[src/rtl/us_cmd_dispatcher.sv]
// Upstream command dispatcher: pops 128-bit command FIFO entries and turns them
// into TX-engine completion requests or MWr32 bursts split on payload/4 KB limits.
module us_cmd_dispatcher #(
  parameter int MAX_PAYLOAD_BYTES = 128
) (
  input  logic          clk,
  input  logic          rst_n,
  input  logic          us_cmd_fifo_empty_i,
  input  logic [127:0]  us_cmd_fifo_dout_i,
  output logic          us_cmd_fifo_rd_en_o,
  output logic          cpl_req_o,
  output logic          cpl_with_data_o,
  output logic [54:0]   cpl_info_o,
  input  logic          cpl_ack_i,
  output logic          mwr_req_o,
  output logic [31:0]   mwr_addr_o,
  output logic [9:0]    mwr_len_dw_o,
  input  logic          mwr_ack_i,
  output logic          up_wr_cmd_compl_o,
  output logic [1:0]    cmd_id_o,
  output logic          invalid_cmd_o,
  output logic          busy_o
);

  localparam logic [1:0]  US_CMD_INVALID   = 2'd0;
  localparam logic [1:0]  US_CMD_CPL_TYPE  = 2'd1;
  localparam logic [1:0]  US_CMD_CPLD_TYPE = 2'd2;
  localparam logic [1:0]  US_CMD_WR32_TYPE = 2'd3;
  localparam logic [12:0] MAX_B            = 13'(MAX_PAYLOAD_BYTES);

  typedef enum logic [2:0] {IDLE, LOAD, CPL, WR_CALC, WR_REQ, DONE} state_t;

  state_t       state, next_state;
  logic [1:0]   ent_type;
  logic [1:0]   ent_id;
  logic [54:0]  ent_payload;
  logic [31:0]  cur_addr;
  logic [12:0]  remaining;
  logic [12:0]  chunk;

  logic [1:0]   dout_type;
  logic [4:0]   len_clamped;
  logic [12:0]  total_bytes;
  logic [12:0]  page_room;
  logic [12:0]  chunk_calc;
  logic         unused_upper;

  assign dout_type    = us_cmd_fifo_dout_i[63:62];
  assign unused_upper = ^us_cmd_fifo_dout_i[127:64];

  // Burst size is 2^len bytes, clamped to the 4 B .. 4 KB range.
  always_comb begin
    len_clamped = us_cmd_fifo_dout_i[61:57];
    if (len_clamped < 5'd2)
      len_clamped = 5'd2;
    else if (len_clamped > 5'd12)
      len_clamped = 5'd12;
    total_bytes = 13'd1 << len_clamped;
  end

  // A TLP may not exceed the max payload nor cross a 4 KB page boundary.
  always_comb begin
    page_room  = 13'h1000 - {1'b0, cur_addr[11:0]};
    chunk_calc = remaining;
    if (MAX_B < chunk_calc)
      chunk_calc = MAX_B;
    if (page_room < chunk_calc)
      chunk_calc = page_room;
  end

  always_ff @(posedge clk or negedge rst_n) begin
    if (!rst_n)
      state <= IDLE;
    else
      state <= next_state;
  end

  always_ff @(posedge clk or negedge rst_n) begin
    if (!rst_n) begin
      ent_type     <= US_CMD_INVALID;
      ent_id       <= 2'd0;
      ent_payload  <= '0;
      cur_addr     <= '0;
      remaining    <= '0;
      chunk        <= '0;
      mwr_addr_o   <= '0;
      mwr_len_dw_o <= '0;
    end else begin
      case (state)
        LOAD: begin
          ent_type    <= dout_type;
          ent_id      <= us_cmd_fifo_dout_i[56:55];
          ent_payload <= us_cmd_fifo_dout_i[54:0];
          cur_addr    <= {us_cmd_fifo_dout_i[31:2], 2'b00};
          remaining   <= total_bytes;
        end
        WR_CALC: begin
          chunk        <= chunk_calc;
          mwr_addr_o   <= cur_addr;
          mwr_len_dw_o <= chunk_calc[11:2];
        end
        WR_REQ: begin
          if (mwr_ack_i) begin
            cur_addr  <= cur_addr + {19'd0, chunk};
            remaining <= remaining - chunk;
          end
        end
        default: ;
      endcase
    end
  end

  always_comb begin
    next_state          = state;
    us_cmd_fifo_rd_en_o = 1'b0;
    cpl_req_o           = 1'b0;
    cpl_with_data_o     = 1'b0;
    cpl_info_o          = '0;
    mwr_req_o           = 1'b0;
    up_wr_cmd_compl_o   = 1'b0;
    cmd_id_o            = 2'd0;
    invalid_cmd_o       = 1'b0;
    busy_o              = (state != IDLE);
    case (state)
      IDLE: begin
        // Gated by rst_n so no pop strobe leaks out while reset is held.
        if (!us_cmd_fifo_empty_i && rst_n) begin
          us_cmd_fifo_rd_en_o = 1'b1;
          next_state          = LOAD;
        end
      end
      LOAD: begin
        case (dout_type)
          US_CMD_CPL_TYPE, US_CMD_CPLD_TYPE: next_state = CPL;
          US_CMD_WR32_TYPE:                  next_state = WR_CALC;
          default: begin
            invalid_cmd_o = 1'b1;
            next_state    = IDLE;
          end
        endcase
      end
      CPL: begin
        cpl_req_o       = 1'b1;
        cpl_with_data_o = (ent_type == US_CMD_CPLD_TYPE);
        cpl_info_o      = ent_payload;
        if (cpl_ack_i)
          next_state = IDLE;
      end
      WR_CALC: next_state = WR_REQ;
      WR_REQ: begin
        mwr_req_o = 1'b1;
        if (mwr_ack_i)
          next_state = (remaining == chunk) ? DONE : WR_CALC;
      end
      DONE: begin
        up_wr_cmd_compl_o = 1'b1;
        cmd_id_o          = ent_id;
        next_state        = IDLE;
      end
      default: next_state = IDLE;
    endcase
  end

endmodule

[config.mk]
export PLATFORM = sky130hd
export DESIGN_NAME = us_cmd_dispatcher
export DESIGN_NICKNAME = d
export VERILOG_FILES = /design/src/rtl/us_cmd_dispatcher.sv
export SDC_FILE = /design/constraint.sdc
export NUM_CORES = 1
export LEC_CHECK = 0
export BUFFER_PORTS_ARGS = -buffer_cell sky130_fd_sc_hd__buf_2
export CORE_MARGIN = 2
export CORE_UTILIZATION = 49
export DETAILED_ROUTE_END_ITERATION = 6
export PLACE_DENSITY = 0.87
export SLEW_MARGIN = 20
export SYNTH_ARGS = -nofsm -noshare
export SYNTH_HDL_FRONTEND = slang
export SYNTH_SLANG_ARGS = --single-unit
[constraint.sdc]
create_clock -name clk -period 4.67 [get_ports clk]
set_input_delay 0.7005 -clock clk [delete_from_list [all_inputs] [get_ports clk]]
set_output_delay 0.7005 -clock clk [all_outputs]
set_load 0.1 [all_outputs]
# Word-level counts from Yosys, hierarchy flattened
# Cells that the tools add are included.
# totals
ff_bits	162
output_inout_bits	106
wordCells	63
input_bits	133
# classes
reduce_logical	9
n_lt_le_gt_ge	4
addsub	3
muxes	24
shifts	1
n_eq_ne	13
# ops
operator	n
$pmux 32 s2	1
$mux 55	1
$mux 13	3
$add 32x13->32	1
$mux 32	1
$pmux 13 s2	1
$pmux 3 s5	1
$eq 13x13->1	1
$lt 13x13->1	1
$lt 8x13->1 const A	1
$shl 1x5->13 const A	1
$sub 13x12->13 const A	1
$sub 13x13->13	1
$mux 3	4
$mux 5	2
$mux 1	8
$eq 2x2->1 const B	3
$eq 3x2->1 const B	2
$eq 3x3->1 const B	2
$ne 2x2->1 const B	3
$gt 5x4->1 const B	1
$lt 5x2->1 const B	1
$pmux 2 s2	1
$eq 3x1->1 const B	1
11 further kinds	11

# Logic depth before layout (Yosys ltp)
# logic_depth
depth_word	5
depth_mapped	14
depth_no_buf	13

# Least setup slack after synthesis
# No wires, ideal clock.
# synth_path
path_kind	input port to output port
start	in mwr_ack_i
end	out invalid_cmd_o
n_path_buf	1
t_required_ps	3970
t_arrival_ps	3422
path_stages	5
path_slack_ps	547
path_cell_list	nand3b_1 a21oi_1 nand2_1 clkbuf_1 nor3_1
# synth_lines
element	line	rtl
from (decl)	18	input logic mwr_ack_i,
to (decl)	21	output logic invalid_cmd_o,

# Worst setup path in the final report
# layout_path
start	reg remaining[11]
end	reg chunk[0]
# layout_via
elab_chain_len	4
# layout_lines
element	line	rtl
from (decl)	38	logic [12:0] remaining;
from (signal assigned)	95	remaining <= total_bytes;
from (signal assigned)	105	remaining <= remaining - chunk;
$lt 8x13->1	65	if (MAX_B < chunk_calc)
$mux 13 (*)	65	
$lt 13x13->1	67	if (page_room < chunk_calc)
$mux 13 (*)	67	
to (signal assigned)	98	chunk <= chunk_calc;
to (decl)	39	logic [12:0] chunk;
# Mark *: on every way between the ends. The rest lies on a longest branch, timed or not.
# A chain may end at the register's enable or synchronous reset.

==> results.sh <==
export IMPL_outcome="finished clean"
export IMPL_fmax_ghz=0.2658
export IMPL_post_cts_resized=0
export IMPL_area_growth_pct=18.63
export IMPL_worstPathArrival_ns=4.13
export IMPL_cts_clk_slew_worst_paths_ns=0.07
export IMPL_yosysUniqueCellTypes=63
export IMPL_synth_area_per_cell_um2=8.566
export IMPL_yosysMostFrequentCell="nand2_1"
export IMPL_endpoint_kind="flip-flop"
export IMPL_r2r_cells=11
export IMPL_dr_pass1_iters=5
export IMPL_r2r_end="chunk[0]"
export IMPL_final_antenna_net_count=0
export IMPL_worstMarginPinSlew_ns=0.9251
export IMPL_num_io_pins=239
export IMPL_drc_errors=0
export IMPL_setup_viol=0
export IMPL_final_hold_viol_count=0
export IMPL_slew_violations=0
export IMPL_rrSetupSlack_ns=0.91
export IMPL_hold_slack_ns=0.1885
export IMPL_portBuffers=174
export IMPL_cap_violations=0
export IMPL_clock_sinks=152
export IMPL_vias=7968
export IMPL_htreeDepth=4
export IMPL_hpwl_mm=17.35
export IMPL_overflow=0
export IMPL_synth_edf_count=0
export IMPL_grt_pass1_vias=7611
export IMPL_synth_common_cells="nand2_1, dfrtp_1, and2_1, o21ai_0, a21oi_1"
export IMPL_worstSetupStartpointType="flip-flop"
export IMPL_met1_length_mm=9.732
export IMPL_route_top_layer_used="met5"
export IMPL_die_area_mm2=0.01872
export IMPL_seq_area_frac_synth=0.4401
export IMPL_die_width_um=136.8
export IMPL_cts_buffer_depth=2
export IMPL_relSlewSlack=0.3832
export IMPL_wl_per_cell_um=17.40
export IMPL_synth_top_area_share=0.4401
export IMPL_post_cts_buffers=0
export IMPL_period_share=0.8057
export IMPL_worstPathRequired_ns=5.03
export IMPL_dr_wl_met2_mm=11.74
export IMPL_rsz0062_at_grt="false"
export IMPL_drive_gt1_frac=0.2106
export IMPL_route_met3_wl_mm=2.143
export IMPL_antenna_found_initial=3
export IMPL_drt_wl_total_mm=24.36
export IMPL_track_usage=0.2640
export IMPL_routed_via_density=5.691
export IMPL_clock_latency_ns=0.43
export IMPL_r2r_start="remaining[11]"
export IMPL_numCtsBuffers=17
export IMPL_crit_end="chunk[0]"
export IMPL_grt_max_degree=73
export IMPL_tns_ns=0
export IMPL_nets=1333
export IMPL_rows=48
export IMPL_postCtsHoldBufs=0
export IMPL_start_util=0.4997
export IMPL_cts_root_buffer="clkbuf_16"
export IMPL_ys_async_sr_fraction=1.000
export IMPL_yosysWarnings=0
export IMPL_detail_route_iter0_violations=675
export IMPL_synthFlopType="dfrtp_1"
export IMPL_synth_seq_cells=152
export IMPL_cp_max_fo=16
export IMPL_grt_pass1_wl_mm=38.43
export IMPL_gp_congestion=0.8760
export IMPL_die_y_um=136.8
export IMPL_worstSetupPathType="flip-flop to flip-flop"
export IMPL_hp_class="primary input to async pin"
export IMPL_synth_top_cell_by_area="dfrtp_1"
export IMPL_netlist_area_mm2=0.008643
export IMPL_crit_start="remaining[11]"
export IMPL_fin_util=0.5928
export IMPL_post_route_min_period_ns=3.763
export IMPL_core_mm2=0.01730
export IMPL_synth_area_leaders="dfrtp_1, nand2_1, ha_1, and2_1, o21ai_0"
export IMPL_skew_ns=0.01351
export IMPL_synthCells=1009
export IMPL_cts_tree="done"
-- final cells by class --
cell class / count / area (um2)
multi-input cells: 771 / 4488
well taps: 225 / 281.5
fillers: 1474 / 7043
clock inverters: 15 / 151.4
inverters: 33 / 123.9
flip-flops and latches: 152 / 3804
clock buffers: 17 / 425.4
diodes: 2 / 5.005
repair buffers: 185 / 974.7
-- worst max-delay path, stage by stage, from the launching register on --
cell	delay, ns
dfrtp_1	0.40
or4_4	0.57
a211oi_1	0.72
and2_1	0.28
inv_1	0.06
ha_1	0.31
a41oi_1	0.22
o21ai_0	0.13
o21ai_1	0.25
o21ai_2	0.28
or3_1	0.38
nand3_1	0.09
-- registers in the layout, summed over array words and instances (netlist names) --
name          cells
remaining        13
cur_addr         32
state             3
mwr_len_dw_o      9
ent_type          2
chunk             4
mwr_addr_o       32
ent_id            2
ent_payload      55
-- cells in the final DEF, fill, tap and decap left out, types with 5 or more instances in the layout --
cell type | synthesis | layout
and2_1 | 64 | 64
a21o_1 | 10 | 10
nand2b_1 | 7 | 7
inv_6 | 0 | 6
or3_1 | 12 | 12
nor2b_1 | 5 | 5
o211ai_1 | 17 | 17
a211oi_1 | 5 | 5
xnor2_1 | 14 | 14
ha_1 | 38 | 38
inv_1 | 32 | 32
buf_2 | 2 | 172
xor2_1 | 14 | 14
conb_1 | 1 | 5
nor3_1 | 16 | 15
nand2_1 | 282 | 281
buf_4 | 11 | 11
o22ai_1 | 5 | 5
mux2_2 | 15 | 15
o21ai_0 | 55 | 55
o311ai_0 | 10 | 10
nor4_1 | 7 | 7
nor2_1 | 35 | 34
o21a_1 | 6 | 6
nand4_1 | 10 | 10
and3_1 | 7 | 7
mux2i_1 | 7 | 7
nand3_1 | 31 | 31
dfrtp_1 | 152 | 152
clkbuf_16 | 0 | 17
a21oi_1 | 44 | 44
-- routing by layer --
| metal | global-route usage | up-vias |
|---|---|---|
| met5 | 0 | - |
| met4 | 0.1025 | 2 |
| met3 | 0.07148 | 55 |
| met2 | 0.4275 | 350 |
| met1 | 0.3378 | 3815 |
| li1 | - | 3746 |
-- metrics by stage --
step	setup WS (ns)	cells	area, um2
6_report	0.9072	1400	10250
3_3_place_gp	1.139	1366	9672
5_1_grt	0.7119	1400	10250
3_5_place_dp	1.041	1366	9672
4_1_cts	0.9776	1398	10250
2_1_floorplan	0.5471	1013	8658
-- worst min-delay path by stage --
stage	from	endpoint	slack, ns
2_1_floorplan	rst_n	chunk[0]	0.40
6_report	rst_n	mwr_addr_o[4]	0.19
3_5_place_dp	ent_payload[7]	ent_payload[7]	0.45
3_3_place_gp	ent_payload[41]	ent_payload[41]	0.45
4_1_cts	rst_n	mwr_addr_o[4]	0.20
5_1_grt	rst_n	mwr_addr_o[4]	0.22
-- kinds of logic (layout without fill, tap and decap cells) --
| group | count (synthesis) | after routing | share of synthesized area |
|---|---|---|---|
| AO/OA/AOI/OAI | 183 | 183 | 0.1336 |
| XOR/XNOR | 28 | 28 | 0.02837 |
| adder cells (fa/ha/maj) | 40 | 40 | 0.05964 |
| buffers and inverters | 90 | 250 | 0.04415 |
| flip-flops | 152 | 152 | 0.4401 |
| multiplexers | 22 | 22 | 0.02765 |
| other | 1 | 7 | 0.0004339 |
| AND/OR/NAND/NOR | 493 | 493 | 0.2661 |
Power is left out: the tool's default activity adds up to more than one toggle a clock period on the data nets, which glitch-free logic cannot reach.
